--- src/rtl/uart_pkg.sv ---
// rtl/uart_pkg.sv - shared state type and framing constants for the UART transmitter
package uart_pkg;
  typedef enum logic [1:0] {IDLE, START, DATA, STOP} tx_state_t;

  localparam int DATA_BITS = 8;
  localparam int STOP_BITS = 1;
endpackage

--- src/rtl/sync_fifo.sv ---
// rtl/sync_fifo.sv - show-ahead synchronous FIFO with registered full/empty flags
module sync_fifo #(
  parameter int WIDTH = 8,
  parameter int DEPTH = 16
) (
  input  logic             clk,
  input  logic             reset,
  input  logic             wr_en,
  input  logic [WIDTH-1:0] wr_data,
  input  logic             rd_en,
  output logic [WIDTH-1:0] rd_data,
  output logic             full,
  output logic             empty
);
  localparam int AW = $clog2(DEPTH);
  localparam int PW = AW + 1;

  logic [WIDTH-1:0] mem [DEPTH];
  logic [PW-1:0]    wr_ptr, rd_ptr;
  logic [PW-1:0]    wr_ptr_n, rd_ptr_n;
  logic             do_wr, do_rd;

  assign do_wr    = wr_en && !full;
  assign do_rd    = rd_en && !empty;
  assign wr_ptr_n = wr_ptr + PW'(do_wr);
  assign rd_ptr_n = rd_ptr + PW'(do_rd);

  // Flags come from the next pointers so they are registered yet exact one cycle later.
  always_ff @(posedge clk) begin
    if (reset) begin
      wr_ptr <= '0;
      rd_ptr <= '0;
      full   <= 1'b0;
      empty  <= 1'b1;
    end else begin
      wr_ptr <= wr_ptr_n;
      rd_ptr <= rd_ptr_n;
      full   <= (wr_ptr_n ^ rd_ptr_n) == {1'b1, {AW{1'b0}}};
      empty  <= (wr_ptr_n == rd_ptr_n);
    end
  end

  always_ff @(posedge clk) begin
    if (do_wr) mem[wr_ptr[AW-1:0]] <= wr_data;
  end

  assign rd_data = mem[rd_ptr[AW-1:0]];
endmodule

--- src/rtl/uart_ascii_tx.sv ---
// rtl/uart_ascii_tx.sv - FIFO-buffered 8N1 UART transmitter for latched ASCII bytes
module uart_ascii_tx
  import uart_pkg::*;
#(
  parameter int CLK_FREQ   = 100_000_000,
  parameter int BAUD       = 9600,
  parameter int FIFO_DEPTH = 16
) (
  input  logic       clk,
  input  logic       reset,
  input  logic       wr_en,
  input  logic [7:0] wr_data,
  output logic       full,
  output logic       empty,
  output logic       busy,
  output logic       tx
);
  localparam int DIV   = CLK_FREQ / BAUD;
  localparam int CNT_W = (DIV > 1) ? $clog2(DIV) : 1;
  localparam int BIT_W = $clog2(DATA_BITS);
  localparam logic [CNT_W-1:0] CNT_LAST = CNT_W'(DIV - 1);

  tx_state_t            state, state_n;
  logic [CNT_W-1:0]     cnt, cnt_n;
  logic [BIT_W-1:0]     bit_idx, bit_n;
  logic [DATA_BITS-1:0] shreg, shreg_n;
  logic [DATA_BITS-1:0] head;
  logic                 tx_n, rd_en, baud_tick;

  sync_fifo #(.WIDTH(DATA_BITS), .DEPTH(FIFO_DEPTH)) u_fifo (
    .clk     (clk),
    .reset   (reset),
    .wr_en   (wr_en),
    .wr_data (wr_data),
    .rd_en   (rd_en),
    .rd_data (head),
    .full    (full),
    .empty   (empty)
  );

  assign baud_tick = (cnt == CNT_LAST);
  assign busy      = (state != IDLE);

  always_ff @(posedge clk) begin
    if (reset) begin
      state   <= IDLE;
      cnt     <= '0;
      bit_idx <= '0;
      shreg   <= '0;
      tx      <= 1'b1;
    end else begin
      state   <= state_n;
      cnt     <= cnt_n;
      bit_idx <= bit_n;
      shreg   <= shreg_n;
      tx      <= tx_n;
    end
  end

  // tx_n is the line level for the cycle after this edge, so tx stays a clean register.
  always_comb begin
    state_n = state;
    cnt_n   = cnt;
    bit_n   = bit_idx;
    shreg_n = shreg;
    tx_n    = tx;
    rd_en   = 1'b0;
    if (state != IDLE) cnt_n = baud_tick ? '0 : cnt + 1'b1;
    case (state)
      IDLE: begin
        tx_n = 1'b1;
        if (!empty) begin
          rd_en   = 1'b1;
          shreg_n = head;
          cnt_n   = '0;
          bit_n   = '0;
          tx_n    = 1'b0;
          state_n = START;
        end
      end
      START: begin
        if (baud_tick) begin
          tx_n    = shreg[0];
          state_n = DATA;
        end
      end
      DATA: begin
        if (baud_tick) begin
          if (bit_idx == BIT_W'(DATA_BITS - 1)) begin
            bit_n   = '0;
            tx_n    = 1'b1;
            state_n = STOP;
          end else begin
            shreg_n = shreg >> 1;
            tx_n    = shreg[1];
            bit_n   = bit_idx + 1'b1;
          end
        end
      end
      STOP: begin
        if (baud_tick) begin
          if (bit_idx == BIT_W'(STOP_BITS - 1)) state_n = IDLE;
          else bit_n = bit_idx + 1'b1;
        end
      end
      default: state_n = IDLE;
    endcase
  end
endmodule

--- config.mk ---
export PLATFORM = sky130hd
export DESIGN_NAME = uart_ascii_tx
export DESIGN_NICKNAME = d
export VERILOG_FILES = /design/src/rtl/uart_pkg.sv /design/src/rtl/sync_fifo.sv /design/src/rtl/uart_ascii_tx.sv
export SDC_FILE = /design/constraint.sdc
export NUM_CORES = 1
export LEC_CHECK = 0
export ABC_AREA = 1
export BUFFER_PORTS_ARGS = -buffer_cell sky130_fd_sc_hd__buf_2
export CORE_MARGIN = 2
export CORE_UTILIZATION = 52
export DETAILED_ROUTE_END_ITERATION = 10
export HOLD_SLACK_MARGIN = 0.15
export PLACE_DENSITY_LB_ADDON = 0.3
export RECOVER_POWER = 100
export SETUP_SLACK_MARGIN = 0.2
export SYNTH_ARGS = -nofsm -noshare
export SYNTH_HDL_FRONTEND = slang
export SYNTH_SLANG_ARGS = --single-unit
--- constraint.sdc ---
create_clock -name clk -period 2.37 [get_ports clk]
set_clock_uncertainty 0.1 [all_clocks]
set_input_delay 0.474 -clock clk [delete_from_list [all_inputs] [get_ports clk]]
set_output_delay 0.474 -clock clk [all_outputs]
set_load 0.005 [all_outputs]
==> flow_metrics.py <==
metrics = {
    "drt": {
        "post_drt_wl_per_cell_um": 15.8,
        "vias": 5439,
        "dr.first_iter.drc_count": 509,
        "routed_via_density": 5.18,
        "postRouteAntennaNets": 0,
        "dr.pass1.iters": 5,
        "wirelength_um": 16500,
        "drcViolationCount": 0,
    },
    "sta": {
        "worst_slew_pin_slew_ns": 0.934,
        "setup_ws_ns": 0.229,
        "fin_crit_ns": 2.14,
        "slew_headroom": 0.378,
        "post-route-period-util": 0.903,
        "hold_ws_ns": 0.308,
        "hold_violations": 0,
        "setup_viol": 0,
        "rsz0062_at_grt": "false",
        "maxSlewViolCount": 0,
        "tns_ns": 0,
        "fmax_ghz": 0.467,
    },
    "power": {
        "powerDensity_mw_per_mm2": 1030,
        "finalPower_mw": 8.85,
        "vdd_drop_max_uv": 807,
        "p_leak_nw": 3.49,
    },
    "synth": {
        "ys.flop_type": "edfxtp_1",
        "synth_commonest_cells": "nand2_1, edfxtp_1, nand3_1",
        "synth.most_common_cell": "nand2_1",
        "synth-seq-cells": 168,
        "ys_warn_count": 0,
        "synthSimpleGateAreaFrac": 0.246,
        "yosys.area.top_type": "edfxtp_1",
        "synthMuxAreaShare": 0,
        "synth_top_area_frac": 0.506,
        "avgSynthCellArea_um2": 9.27,
        "syn_nets": 846,
        "synthAdderAreaFrac": 0.0247,
        "ys_types": 36,
        "yosysSeqAreaShare": 0.611,
        "synth_edf_count": 128,
        "synth-xor-area-share": 0.0138,
        "syn-instance-count": 820,
        "async_flop_share": 0,
        "synth_top_family_by_area": "simple AND/OR/NAND/NOR gates",
        "synthTopCellsByArea": "edfxtp_1, nand2_1, dfxtp_1",
        "synth_compound_area_frac": 0.0364,
        "syn_area_mm2": 0.00760,
    },
    "cts": {
        "clkLatencyLatePin_ns": 0.43,
        "cts_root_buf": "clkbuf_16",
        "clkSlewWorstSetupHoldPaths_ns": 0.07,
        "postCtsHoldBufs": 0,
        "cts_tree": "built",
        "cts.path.max_buffers": 2,
        "cts_sinks": 168,
        "cts_inserted_buffers": 17,
        "cts_max_level": 4,
    },
    "setup_path": {
        "crit_slowest_cell": "dfxtp_1",
        "path_common_cell": "inv_2",
        "arrival_ns": 1.57,
        "path_cells": "inv_2 > ha_1 > inv_2 > buf_4 > buf_2",
        "startpoint_type": "flip-flop",
        "cpPeakStageDelay_ns": 0.43,
        "required_ns": 1.80,
        "crit_path_end_kind": "output port",
        "crit_path_max_fanout": 8,
        "critical_path_class": "reg -> out",
    },
    "placed_design": {
        "dp_slack_ns": 0.236,
        "post-dp-hpwl_um": 10400,
        "placed_area_mm2": 0.00797,
        "port_buffers": 14,
        "place.gp.congestion": 0.831,
    },
    "layout": {
        "finalNetCount": 880,
        "drive_gt1_frac": 0.0855,
        "design_area_mm2": 0.00857,
        "syn2layout_area_growth_pct": 12.7,
        "fillers": 1226,
        "n_antenna_cell": 0,
    },
    "die": {
        "die_area_mm2": 0.0156,
        "rows": 44,
        "core_area_mm2": 0.0144,
        "die_w_um": 125,
        "initial_utilization": 0.527,
        "die_y_um": 125,
        "ioPinCount": 15,
    },
    "global_route": {
        "grt_pass1_vias": 5029,
        "grt_start_max_net_pins": 36,
        "track_usage": 0.217,
        "gr-total-overflow": 0,
        "antenna_found_initial": 0,
        "grt_pass1_wl_um": 26200,
    },
    "run": {
        "cap_violations": 0,
    },
    "run_status": {
        "outcome": "completed",
    },
    "min_path": {
        "hold_path_class": "in -> reg",
    },
}
-- final cells by class --
| type | count | area, um2 | share of cell area |
|---|---|---|---|
| multi-input combinational | 525 | 2470 | 0.289 |
| clock buffer | 17 | 425 | 0.0497 |
| sequential | 168 | 4650 | 0.542 |
| tap | 184 | 230 | 0.0269 |
| inverter | 96 | 360 | 0.0421 |
| timing repair buffer | 46 | 245 | 0.0286 |
| clock inverter | 14 | 185 | 0.0216 |
-- through the flow --
stage | util | instances
after floorplan | - | 820
after CTS | 0.596 | 1048
after global placement | 0.553 | 1015
after detailed placement | 0.553 | 1015
final | 0.594 | 1050
after global routing | 0.594 | 1050
-- sequential cells by signal, summed over array words and instances (netlist names) --
name           cells
u_fifo.wr_ptr      5
bit_idx            3
u_fifo.full        1
tx                 1
state              2
u_fifo.mem       128
u_fifo.empty       1
u_fifo.rd_ptr      5
shreg              8
cnt               14
-- layer usage --
layer	share of wire	GRT usage	vias up	wire, um
met5	0	0	-	0
met4	0.022	0.0837	0	367
met3	0.058	0.0430	27	952
met2	0.48	0.344	172	7900
met1	0.44	0.299	2505	7330
li1	-	-	2735	-
-- power breakdown --
group / internal (mW) / leakage, nW / switching [mW]
registers: 3.35 / 1.48 / 0.147
clock network: 1.68 / 0.302 / 1.19
logic: 0.795 / 1.71 / 1.69
-- worst paths after layout --
kind              slack, ns  cells past startpoint             startpoint                      end
setup reg to reg       0.30                     11  state[1]$_SDFFE_PP0P_   u_fifo.full$_SDFF_PP0_
setup / recovery       0.23                      5  state[0]$_SDFFE_PP0P_                     busy
hold / removal         0.31                      3                  reset  u_fifo.empty$_SDFF_PP1_
hold reg to reg        0.37                      2  shreg[3]$_SDFFE_PP0P_    shreg[3]$_SDFFE_PP0P_
-- what timing repair did --
| item | in CTS | in global routing |
|---|---|---|
| hold endpoints to repair | 0 | 0 |
| pin swaps | 1 | 4 |
| gates resized for setup | 1 | 12 |
| buffers inserted | 2 | 2 |
| setup endpoints to repair | 1 | 13 |
-- placed cells by master (no fill, tap or decap), drive strengths merged --
cell type    n
nand2      246
edfxtp     128
inv        102
nand3      100
nor2        87
clkbuf      43
dfxtp       40
a21oi       21
o21ai       20
buf         20
ha          15
xor2         9
nor3         7
clkinv       5
nand4        3
o211ai       3
bufinv       3
or2          3
xnor2        3
nor3b        2
o21a         2
nand3b       1
a31o         1
a211oi       1
a31oi        1
-- logic make-up (layout without fill, tap and decap cells) --
group,Yosys count,in the layout
adders and majority gates,15,15
AOI/OAI and AO/OA,49,49
xor gates and xnor gates,12,12
and+or+nand+nor,449,449
buffers and inverters,127,173
DFF,168,168
-- worst max-delay path, delay by kind of cell (launching register included) --
kind | cells | cell delay [ns]
fa+ha+maj | 1 | 0.23
flops | 1 | 0.43
buf+inv | 4 | 0.48
No activity file was read; power rests on OpenSTA's default activity.
